File: config.mk
export PLATFORM = sky130hd
export DESIGN_NAME = rx_controller
export DESIGN_NICKNAME = d
export VERILOG_FILES = /design/src/rtl/uart_pkg.sv /design/src/rtl/rx_fifo.sv /design/src/rtl/rx_controller.sv
export SDC_FILE = /design/constraint.sdc
export NUM_CORES = 1
export LEC_CHECK = 0
export ABC_AREA = 1
export CAP_MARGIN = 25
export CORE_MARGIN = 2
export CORE_UTILIZATION = 50
export DETAILED_ROUTE_END_ITERATION = 10
export PLACE_DENSITY = 0.81
export SYNTH_ARGS = -nofsm -noshare
export SYNTH_HDL_FRONTEND = slang
export SYNTH_SLANG_ARGS = --single-unit
File: constraint.sdc
create_clock -name clk -period 1.8 [get_ports clk]
set_input_delay 0.36 -clock clk [delete_from_list [all_inputs] [get_ports clk]]
set_output_delay 0.36 -clock clk [all_outputs]
set_load 0.01 [all_outputs]
File: src/rtl/uart_pkg.sv
// Shared definitions for the UART receive path: controller state encoding
// and default widths.
package uart_pkg;

   typedef enum logic [1:0] {
      IDLE = 2'd0,
      ACK  = 2'd1,
      ERR  = 2'd2
   } rx_state_t;

   localparam int DW_DEFAULT = 8;
   localparam int DROP_W     = 8;

endpackage

File: src/rtl/rx_fifo.sv
// Synchronous FIFO with a separate occupancy counter and a registered head
// entry, so the read data comes straight from a flop.
module rx_fifo #(
   parameter int DW    = 8,
   parameter int DEPTH = 4
) (
   input  logic                     clk,
   input  logic                     clr,
   input  logic                     push,
   input  logic [DW-1:0]            din,
   input  logic                     pop,
   output logic                     full,
   output logic                     empty,
   output logic [$clog2(DEPTH):0]   level,
   output logic [DW-1:0]            head
);

   localparam int AW = $clog2(DEPTH);

   logic [DW-1:0] mem [DEPTH];
   logic [AW-1:0] wptr;
   logic [AW-1:0] rptr;
   logic [AW-1:0] rptr_nx;
   logic [AW:0]   count;
   logic          do_push;
   logic          do_pop;

   assign full    = (count == (AW+1)'(DEPTH));
   assign empty   = (count == '0);
   assign level   = count;
   assign rptr_nx = rptr + 1'b1;

   // A push into a full FIFO is only accepted when the head leaves this cycle.
   assign do_pop  = pop && !empty;
   assign do_push = push && (!full || do_pop);

   always_ff @(posedge clk) begin
      if (do_push) begin
         mem[wptr] <= din;
      end
   end

   always_ff @(posedge clk) begin
      if (!clr) begin
         wptr  <= '0;
         rptr  <= '0;
         count <= '0;
         head  <= '0;
      end else begin
         if (do_push) begin
            wptr <= wptr + 1'b1;
         end
         if (do_pop) begin
            rptr <= rptr_nx;
         end
         if (do_push && !do_pop) begin
            count <= count + 1'b1;
         end else if (do_pop && !do_push) begin
            count <= count - 1'b1;
         end
         // The head follows the oldest entry; when the popped entry was the
         // only one, a same-cycle push becomes the new head directly.
         if (do_pop) begin
            if (count > (AW+1)'(1)) begin
               head <= mem[rptr_nx];
            end else if (do_push) begin
               head <= din;
            end
         end else if (do_push && empty) begin
            head <= din;
         end
      end
   end

endmodule

File: src/rtl/rx_controller.sv
// Completes the UART receiver's four-phase req/ack handshake, buffers bytes
// in rx_fifo and tracks sticky overrun / handshake-timeout errors.
module rx_controller
   import uart_pkg::*;
#(
   parameter int DW          = DW_DEFAULT,
   parameter int DEPTH       = 4,
   parameter int ACK_TIMEOUT = 64
) (
   input  logic                     clk,
   input  logic                     clr,
   input  logic                     req,
   input  logic [DW-1:0]            data,
   output logic                     ack,
   output logic [DW-1:0]            rd_data,
   output logic                     rd_valid,
   input  logic                     rd_ready,
   output logic [$clog2(DEPTH):0]   level,
   output logic                     overrun,
   output logic [DROP_W-1:0]        drop_cnt,
   output logic                     hs_err,
   input  logic                     err_clr
);

   localparam int             TW      = $clog2(ACK_TIMEOUT + 1);
   localparam logic [TW-1:0]  TO_LAST = TW'(ACK_TIMEOUT - 1);

   rx_state_t     state;
   rx_state_t     state_nxt;
   logic [TW-1:0] tcnt;
   logic [TW-1:0] tcnt_nxt;
   logic          capture;
   logic          hs_set;
   logic          pop_fire;
   logic          fifo_full;
   logic          fifo_empty;
   logic          slot_free;
   logic          accept;
   logic          drop;

   // Host side: valid/ready; a byte transfers on any edge where both are 1.
   assign pop_fire  = rd_valid && rd_ready;
   assign rd_valid  = !fifo_empty;
   assign slot_free = !fifo_full || pop_fire;
   assign accept    = capture && slot_free;
   assign drop      = capture && !slot_free;

   // ack decodes the state register only, so it never depends on req combinationally.
   assign ack = (state == ACK);

   rx_fifo #(
      .DW    (DW),
      .DEPTH (DEPTH)
   ) u_fifo (
      .clk   (clk),
      .clr   (clr),
      .push  (accept),
      .din   (data),
      .pop   (pop_fire),
      .full  (fifo_full),
      .empty (fifo_empty),
      .level (level),
      .head  (rd_data)
   );

   always_ff @(posedge clk) begin
      if (!clr) begin
         state <= IDLE;
         tcnt  <= '0;
      end else begin
         state <= state_nxt;
         tcnt  <= tcnt_nxt;
      end
   end

   always_comb begin
      state_nxt = state;
      tcnt_nxt  = tcnt;
      capture   = 1'b0;
      hs_set    = 1'b0;
      case (state)
         IDLE: begin
            tcnt_nxt = '0;
            if (req) begin
               capture   = 1'b1;
               state_nxt = ACK;
            end
         end
         ACK: begin
            if (!req) begin
               state_nxt = IDLE;
               tcnt_nxt  = '0;
            end else if (tcnt == TO_LAST) begin
               state_nxt = ERR;
               hs_set    = 1'b1;
               tcnt_nxt  = '0;
            end else begin
               tcnt_nxt = tcnt + 1'b1;
            end
         end
         ERR: begin
            tcnt_nxt = '0;
            if (!req) begin
               state_nxt = IDLE;
            end
         end
         default: begin
            state_nxt = IDLE;
            tcnt_nxt  = '0;
         end
      endcase
   end

   // A new error in the same cycle as err_clr wins over the clear.
   always_ff @(posedge clk) begin
      if (!clr) begin
         overrun  <= 1'b0;
         drop_cnt <= '0;
         hs_err   <= 1'b0;
      end else begin
         overrun <= (overrun && !err_clr) || drop;
         hs_err  <= (hs_err && !err_clr) || hs_set;
         if (err_clr) begin
            drop_cnt <= {{(DROP_W-1){1'b0}}, drop};
         end else if (drop && (drop_cnt != '1)) begin
            drop_cnt <= drop_cnt + 1'b1;
         end
      end
   end

endmodule
==> results.cfg, run 1 <==
[final_layout]
final_util = 0.642
syn_to_final_growth_pct = 23.4
fillers = 511
drive_above_1_share = 0.126
diodes = 0
seq_area_um2 = 1640
multiInputGateArea_um2 = 1240
fin_nets = 455

[place]
port_buffers = 35
routabilityCongestion = 0.855
preCtsSetupSlack_ns = -0.196
dp_hpwl_um = 4530

[global_route]
grt_pass1_wl_um = 10300
gr-total-overflow = 0
grt_pass1_vias = 2418
antenna_found_initial = 0
grt_max_degree = 14
grt_usage = 0.203

[die]
fp.dieW_um = 82.7
core_um2 = 5960
dieHeight_um = 82.7
start_util = 0.521
io_pins = 36
die_area_um2 = 6850
num_rows = 28

[cts]
cts_max_path_buffers = 2
cts_resized = 3
cts_htree_levels = 3
cts_buffers = 9
cts_sinks = 66
cts.hold.buffers_added = 0
postCtsSetupBuffers = 0
cts_tree = yes
cts-root-buf = clkbuf_8
clk_latency_ns = 0.34
clk_pin_slew_worst_paths_ns = 0.07

[logic_synthesis]
synth-xor-area-share = 0.0169
yosysWarnings = 0
muxShareOfSynthArea = 0
synthArstFlopShare = 0
synth.most_common_cell = nand2_1
syn_nets = 398
synth_top_family_by_area = simple AND/OR/NAND/NOR gates
yosysUniqueCellTypes = 28
yosysTopAreaCellShare = 0.310
synthFlopType = dfxtp_1
synth_compound_area_frac = 0.0545
synth_adder_area_share = 0.0404
synthCells = 375
seq_area_frac_synth = 0.529
yosys.area.top_type = edfxtp_1
syn_area_per_cell_um2 = 8.27
syn_area_um2 = 3100
synth_edf_count = 32
synthTopCellsByCount = nand2_1, nor2_1, inv_1
synth.area.top_cells = edfxtp_1, dfxtp_1, nand2_1
synth_seq_cells = 66
synth_simple_gate_area_frac = 0.285

[sta]
setup_viol = 0
clock_skew_ns = 0.0116
fin_ws_ns = 0.0833
max_freq_mhz = 583
grt_setup_unrepaired = no
tightest_slew_ns = 0.294
maxSlewViolCount = 0
period_needed_ns = 1.72
maxSlewHeadroom = 0.803
fin_crit_sh = 0.954
hold_violations = 0

[power_and_ir_drop]
ir_worst_vdd_mv = 0.826
leakagePower_nw = 1.66
power.density_nw_per_um2 = 1200

[drt]
first_pass_iters = 4
drcViolationCount = 0
totalWireLength_um = 6340
vias_per_cell = 4.93
routedWlPerCell_um = 12.4
drt_iter0_drc = 206
vias = 2522
ant_nets = 0

[worst_setup_path]
crit_arrival_ns = 1.36
start_kind = register
path_max_fanout = 6
end_kind = primary output
crit_required_ns = 1.44
critPathSlowestCell = clkdlybuf4s50_1
crit_chain = clkdlybuf4s50_1
cpPeakStageDelay_ns = 0.58
crit_start = drop_cnt[4]
cpLargestDelayFamily = buffers and inverters
critPathBufInv = 1
path_class = reg2out
worstReg2RegStart = u_fifo.level[1]

[run_status]
outcome = completed

[worst_hold_path]
hold_class = in2reg
hp-start = req

[job]
drv_cap = 0
[registers in the layout (all words and copies together), names as in the netlist]
register,cells
u_fifo.mem,32
u_fifo.level,3
u_fifo.wptr,2
overrun,1
tcnt,7
u_fifo.rptr,2
u_fifo.head,8
drop_cnt,8
state,2
hs_err,1
[routing by layer]
| layer | track usage | vias to the layer above | wire length [um] |
|---|---|---|---|
| li1 | - | 1289 | - |
| met1 | 0.239 | 1151 | 2720 |
| met2 | 0.348 | 68 | 3110 |
| met3 | 0.0424 | 14 | 330 |
| met4 | 0.105 | 0 | 173 |
| met5 | 0 | - | 0 |
[area by class of cell]
cell class                      instances  area share
Sequential cell                        66       0.430
Multi-Input combinational cell        255       0.325
Clock buffer                           10      0.0334
Timing Repair Buffer                   53       0.127
Inverter                               47      0.0461
Tap cell                               75      0.0245
Clock inverter                          6      0.0150
[cell usage in the layout (no fill, tap or decap)]
cell / count
a21oi_1: 14
a21oi_4: 1
a22o_1: 1
buf_4: 18
bufinv_16: 1
clkbuf_1: 1
clkbuf_8: 9
clkdlybuf4s50_1: 32
clkinv_1: 2
clkinv_2: 1
clkinvlp_4: 2
dfxtp_1: 33
dfxtp_2: 1
dlygate4sd2_1: 2
dlymetal6s2s_1: 1
edfxtp_1: 32
ha_1: 9
ha_4: 1
inv_1: 43
inv_2: 4
nand2_1: 108
nand2_2: 4
nand2_4: 2
nand3_1: 17
nand3_2: 1
nand3_4: 1
nand3b_1: 1
nand4_1: 2
nor2_1: 63
nor2_2: 5
nor3_1: 2
o21ai_0: 11
o21ai_1: 2
o21ai_2: 1
or2_2: 3
xnor2_1: 3
xor2_1: 3
[cells by family (layout without fill, tap and decap cells)]
group | count (synthesis) | in the layout
XOR/XNOR | 6 | 6
flip-flops | 66 | 66
buffers and inverters | 54 | 116
AND/OR/NAND/NOR | 209 | 209
adder cells (fa/ha/maj) | 10 | 10
AO/OA/AOI/OAI | 30 | 30
[where the power goes]
part           switching, mW  internal, mW
registers             0.0900          1.73
logic                  0.931         0.647
clock network          0.557         0.628
[per-stage QoR]
step                hold slack [ns]  setup TNS, ns  cell area [um2]  power, mW  cells
floorplan                     0.418              0             3110       2.86    375
global placement              0.429          -3.77             3640       3.36    496
detailed placement            0.445          -4.97             3640       3.42    496
CTS                           0.457              0             3820       4.60    512
global route                  0.411              0             3820       4.85    512
finish                        0.386              0             3820       4.58    512
[final timing paths]
| path | slack (ns) | endpoint | cells past startpoint |
|---|---|---|---|
| setup / recovery | 0.08 | drop_cnt[4] | 1 |
| setup reg to reg | 0.17 | u_fifo.level[1] | 10 |
| hold / removal | 0.39 | hs_err | 3 |
| hold reg to reg | 0.45 | hs_err | 2 |
Power figures use the tool's default switching activity.
==> run 2, diff against run 1 <==
- MAX_ROUTING_LAYER: not set -> met4
- SKIP_LAST_GASP: not set -> 1
==> results.cfg, run 2 (same netlist as run 1, synthesis figures left out) <==
[final_layout]
largest_reg_flops = 32
final_util = 0.642
diodes = 0
mostFrequentLayoutCells = nand2_1, nor2_1, inv_1
biggestRegsByFlops = u_fifo.mem: 32 flops, drop_cnt: 8 flops, u_fifo.head: 8 flops
finish.instance_area_um2 = 3820
syn_to_final_growth_pct = 23.4
drive_above_1_share = 0.126
seq_area_um2 = 1640
fin_nets = 455
instances_no_fill = 512
final_common_cell = nand2_1
largest_register = u_fifo.mem
multiInputGateArea_um2 = 1240
fillers = 511

[place]
dp_hpwl_um = 4530
port_buffers = 35
placed_cell_area_um2 = 3640
routabilityCongestion = 0.869
place_inst = 496

[worst_setup_path]
crit_arrival_ns = 1.36
critPathBufInv = 1
ff2ff_path_depth = 10
r2r_setup_slack_ns = 0.17
start_kind = register
endpoint = drop_cnt[4]
critPathSlowestCell = clkdlybuf4s50_1
cpPeakStageDelay_ns = 0.58
crit_required_ns = 1.44
path_class = reg2out
reg2reg_to = u_fifo.level[1]
cpLargestDelayFamily = buffers and inverters
end_kind = primary output
path_max_fanout = 6
path_depth = 1
crit_start = drop_cnt[4]
worstReg2RegStart = u_fifo.level[1]
crit_chain = clkdlybuf4s50_1

[sta]
period_needed_ns = 1.72
fin_crit_sh = 0.953
maxSlewViolCount = 0
tightest_slew_ns = 0.294
grt_setup_unrepaired = no
hold_ws_ns = 0.386
setup_tns_ns = 0
clock_skew_ns = 0.00790
hold_violations = 0
max_freq_mhz = 583
setup_viol = 0
maxSlewHeadroom = 0.803

[drt]
vias = 2531
vias_per_cell = 4.94
routedWlPerCell_um = 12.4
totalWireLength_um = 6350
ant_nets = 0
drcViolationCount = 0
drt_iter0_drc = 180
first_pass_iters = 4

[global_route]
antenna_found_initial = 0
grt.busiest_layer = met2
use_met3 = 0.0424
grt_max_degree = 14
grt_pass1_wl_um = 10300
globalRouteMet1Util = 0.239
grt_usage = 0.208
gr-total-overflow = 0
grtUsageMet2 = 0.348
grt_pass1_vias = 2417

[cts]
cts_sinks = 66
cts_tree = yes
cts_buffers = 9
clk_latency_ns = 0.33
clk_pin_slew_worst_paths_ns = 0.07
postCtsSetupBuffers = 0
cts-root-buf = clkbuf_8
cts.hold.buffers_added = 0
cts_htree_levels = 3
cts_max_path_buffers = 2

[power_and_ir_drop]
ir_worst_vdd_mv = 0.824
power.density_nw_per_um2 = 1200
leakagePower_nw = 1.66

[die]
num_rows = 28
fp.dieW_um = 82.7
dieHeight_um = 82.7
start_util = 0.521
core_um2 = 5960
die_area_um2 = 6850
io_pins = 36

[job]
drv_cap = 0

[run_status]
outcome = completed

[worst_hold_path]
hold_class = in2reg
==> run 2: worst min path at each step <==
stage	start	end	slack (ns)	cells after the start
4_1_cts	hs_err	hs_err	0.46	2
3_5_place_dp	hs_err	hs_err	0.45	2
6_report	req	hs_err	0.39	3
2_1_floorplan	tcnt[0]	tcnt[0]	0.42	1
5_1_grt	req	hs_err	0.41	3
3_3_place_gp	tcnt[0]	tcnt[0]	0.43	1
==> run 2: power by group <==
group          internal, mW  switching, mW
logic                 0.647          0.930
registers              1.73         0.0903
clock network         0.628          0.554
==> run 2: area by class of cell <==
type	instances	area share
well taps	75	0.0245
repair buffers	53	0.127
clock inverters	6	0.0150
clock buffers	10	0.0334
multi-input cells	255	0.325
inverters	47	0.0461
flip-flops and latches	66	0.430
==> run 2: repair_timing <==
item / 4_1_cts / 5_1_grt
endpoints found under the setup margin: 2 / 1
pin swaps: 0 / 0
gates resized for setup: 3 / 3
==> run 2: through the flow <==
step,worst slack [ns],total power [mW]
finish,0.0838,4.58
global route,0.0116,4.85
detailed placement,-0.196,3.42
CTS,0.0668,4.60
global placement,-0.126,3.36
floorplan,0.0145,2.86
==> run 2: routing by layer <==
| metal | up-vias | part of all wire |
|---|---|---|
| li1 | 1287 | - |
| met3 | 14 | 0.045 |
| met1 | 1167 | 0.43 |
| met4 | 0 | 0.027 |
| met5 | - | 0 |
| met2 | 63 | 0.49 |
==> run 3, diff against run 2 <==
- TNS_END_PERCENT: not set -> 20
==> results.cfg, run 3 (same netlist as run 1, synthesis figures left out) <==
[sta]
setup_tns_ns = 0
grt_setup_unrepaired = yes
setup_viol = 0
maxSlewHeadroom = 0.803
max_freq_mhz = 581
fin_crit_sh = 0.956
hold_violations = 0
tightest_slew_ns = 0.294
hold_ws_ns = 0.454
clock_skew_ns = 0.00964
maxSlewViolCount = 0
period_needed_ns = 1.72

[global_route]
grt_pass1_wl_um = 10300
grt_pass1_vias = 2415
antenna_found_initial = 0
grt_usage = 0.208
gr-total-overflow = 0
grt_max_degree = 14

[drt]
first_pass_iters = 4
ant_nets = 0
routedWlPerCell_um = 12.4
drcViolationCount = 0
drt_iter0_drc = 192
vias_per_cell = 4.90
totalWireLength_um = 6340
vias = 2507

[worst_setup_path]
path_class = reg2out
start_kind = register
crit_arrival_ns = 1.36
critPathSlowestCell = clkdlybuf4s50_1
ff2ff_path_depth = 10
worstReg2RegStart = u_fifo.level[1]
critPathBufInv = 1
path_depth = 1
crit_required_ns = 1.44
path_max_fanout = 6
crit_chain = clkdlybuf4s50_1
r2r_setup_slack_ns = 0.16
cpLargestDelayFamily = buffers and inverters
end_kind = primary output
cpPeakStageDelay_ns = 0.58
reg2reg_to = u_fifo.level[2]

[place]
routabilityCongestion = 0.869
port_buffers = 35
dp_hpwl_um = 4530

[final_layout]
fillers = 511
drive_above_1_share = 0.126
diodes = 0
fin_nets = 455
largest_reg_flops = 32
mostFrequentLayoutCells = nand2_1, nor2_1, inv_1
biggestRegsByFlops = u_fifo.mem: 32 flops, drop_cnt: 8 flops, u_fifo.head: 8 flops
syn_to_final_growth_pct = 23.4
final_common_cell = nand2_1
largest_register = u_fifo.mem

[power_and_ir_drop]
ir_worst_vdd_mv = 0.823
p_clk_frac = 0.259
switchingPower_mw = 1.58
power.density_nw_per_um2 = 1200
seqPwrFrac = 0.397
p_comb_frac = 0.343
switching_share = 0.344
p_int_mw = 3.01
leakagePower_nw = 1.67

[die]
num_rows = 28
io_pins = 36
fp.dieW_um = 82.7
start_util = 0.521
core_um2 = 5960
die_area_um2 = 6850
dieHeight_um = 82.7

[cts]
clk_pin_slew_worst_paths_ns = 0.08
cts_max_path_buffers = 2
cts_resized = 2
cts_htree_levels = 3
cts_tree = yes
cts.hold.buffers_added = 0
cts_sinks = 66
clk_latency_ns = 0.34
cts_buffers = 9
cts-root-buf = clkbuf_8
postCtsSetupBuffers = 0

[worst_hold_path]
hp-start = hs_err
min_to = hs_err
hold_class = reg2reg
whs_path_depth = 2

[job]
drv_cap = 0

[run_status]
outcome = completed
-- run 3: cell count changes in the layout (fill, tap and decap cells not counted) --
cell | previous run | this run
clkdlybuf4s50_1 | 32 | 33
dlygate4sd2_1 | 2 | 1
o21ai_0 | 11 | 12
o21ai_1 | 2 | 1
-- run 3: worst reg2reg max path, stage by stage, from the launching register on --
cell     delay [ns]
dfxtp_1        0.33
inv_2          0.11
ha_4           0.16
nand3_2        0.10
nand2_2        0.09
inv_1          0.04
ha_1           0.29
nor2_1         0.09
o21ai_0        0.11
o21ai_1        0.15
a21oi_1        0.05
-- run 3: per-layer routing --
layer  track usage  vias to the layer above  part of all wire
met4         0.105                        0             0.029
met5             -                        -                 0
met1         0.238                     1148              0.44
li1              -                     1288                 -
met2         0.348                       54              0.49
met3        0.0424                       17             0.041
-- run 3: power by group through the flow --
stage	sequential, mW	combinational (mW)	clock, mW
6_report	1.82	1.57	1.19
2_1_floorplan	1.88	0.984	0
5_1_grt	1.84	1.75	1.25
4_1_cts	1.82	1.58	1.20
3_3_place_gp	1.85	1.52	0
3_5_place_dp	1.85	1.57	0
-- run 3: worst max path at each step --
| stage | slack, ns | to | start |
|---|---|---|---|
| 2_1_floorplan | 0.01 | u_fifo.level[2] | u_fifo.level[0] |
| 3_3_place_gp | -0.13 | u_fifo.level[2] | req |
| 3_5_place_dp | -0.20 | u_fifo.level[2] | req |
| 4_1_cts | -0.008 | ack | state[0] |
| 5_1_grt | -0.07 | u_fifo.level[2] | req |
| 6_report | 0.08 | drop_cnt[4] | drop_cnt[4] |
-- run 3: layout make-up --
cell class / count / area [um2] / share of cell area
Clock buffer: 10 / 128 / 0.0334
Timing Repair Buffer: 53 / 487 / 0.127
Clock inverter: 6 / 57.6 / 0.0150
Inverter: 47 / 176 / 0.0461
Tap cell: 75 / 93.8 / 0.0245
Multi-Input combinational cell: 255 / 1240 / 0.324
Sequential cell: 66 / 1640 / 0.429
-- run 3: metrics by stage --
stage / util / area, um2 / setup WS (ns) / power, mW / std cells
2_1_floorplan: - / 3110 / 0.0145 / 2.86 / 375
3_3_place_gp: 0.611 / 3640 / -0.126 / 3.36 / 496
3_5_place_dp: 0.611 / 3640 / -0.196 / 3.42 / 496
4_1_cts: 0.642 / 3820 / -0.00845 / 4.60 / 512
5_1_grt: 0.642 / 3830 / -0.0689 / 4.85 / 512
6_report: 0.642 / 3830 / 0.0796 / 4.59 / 512
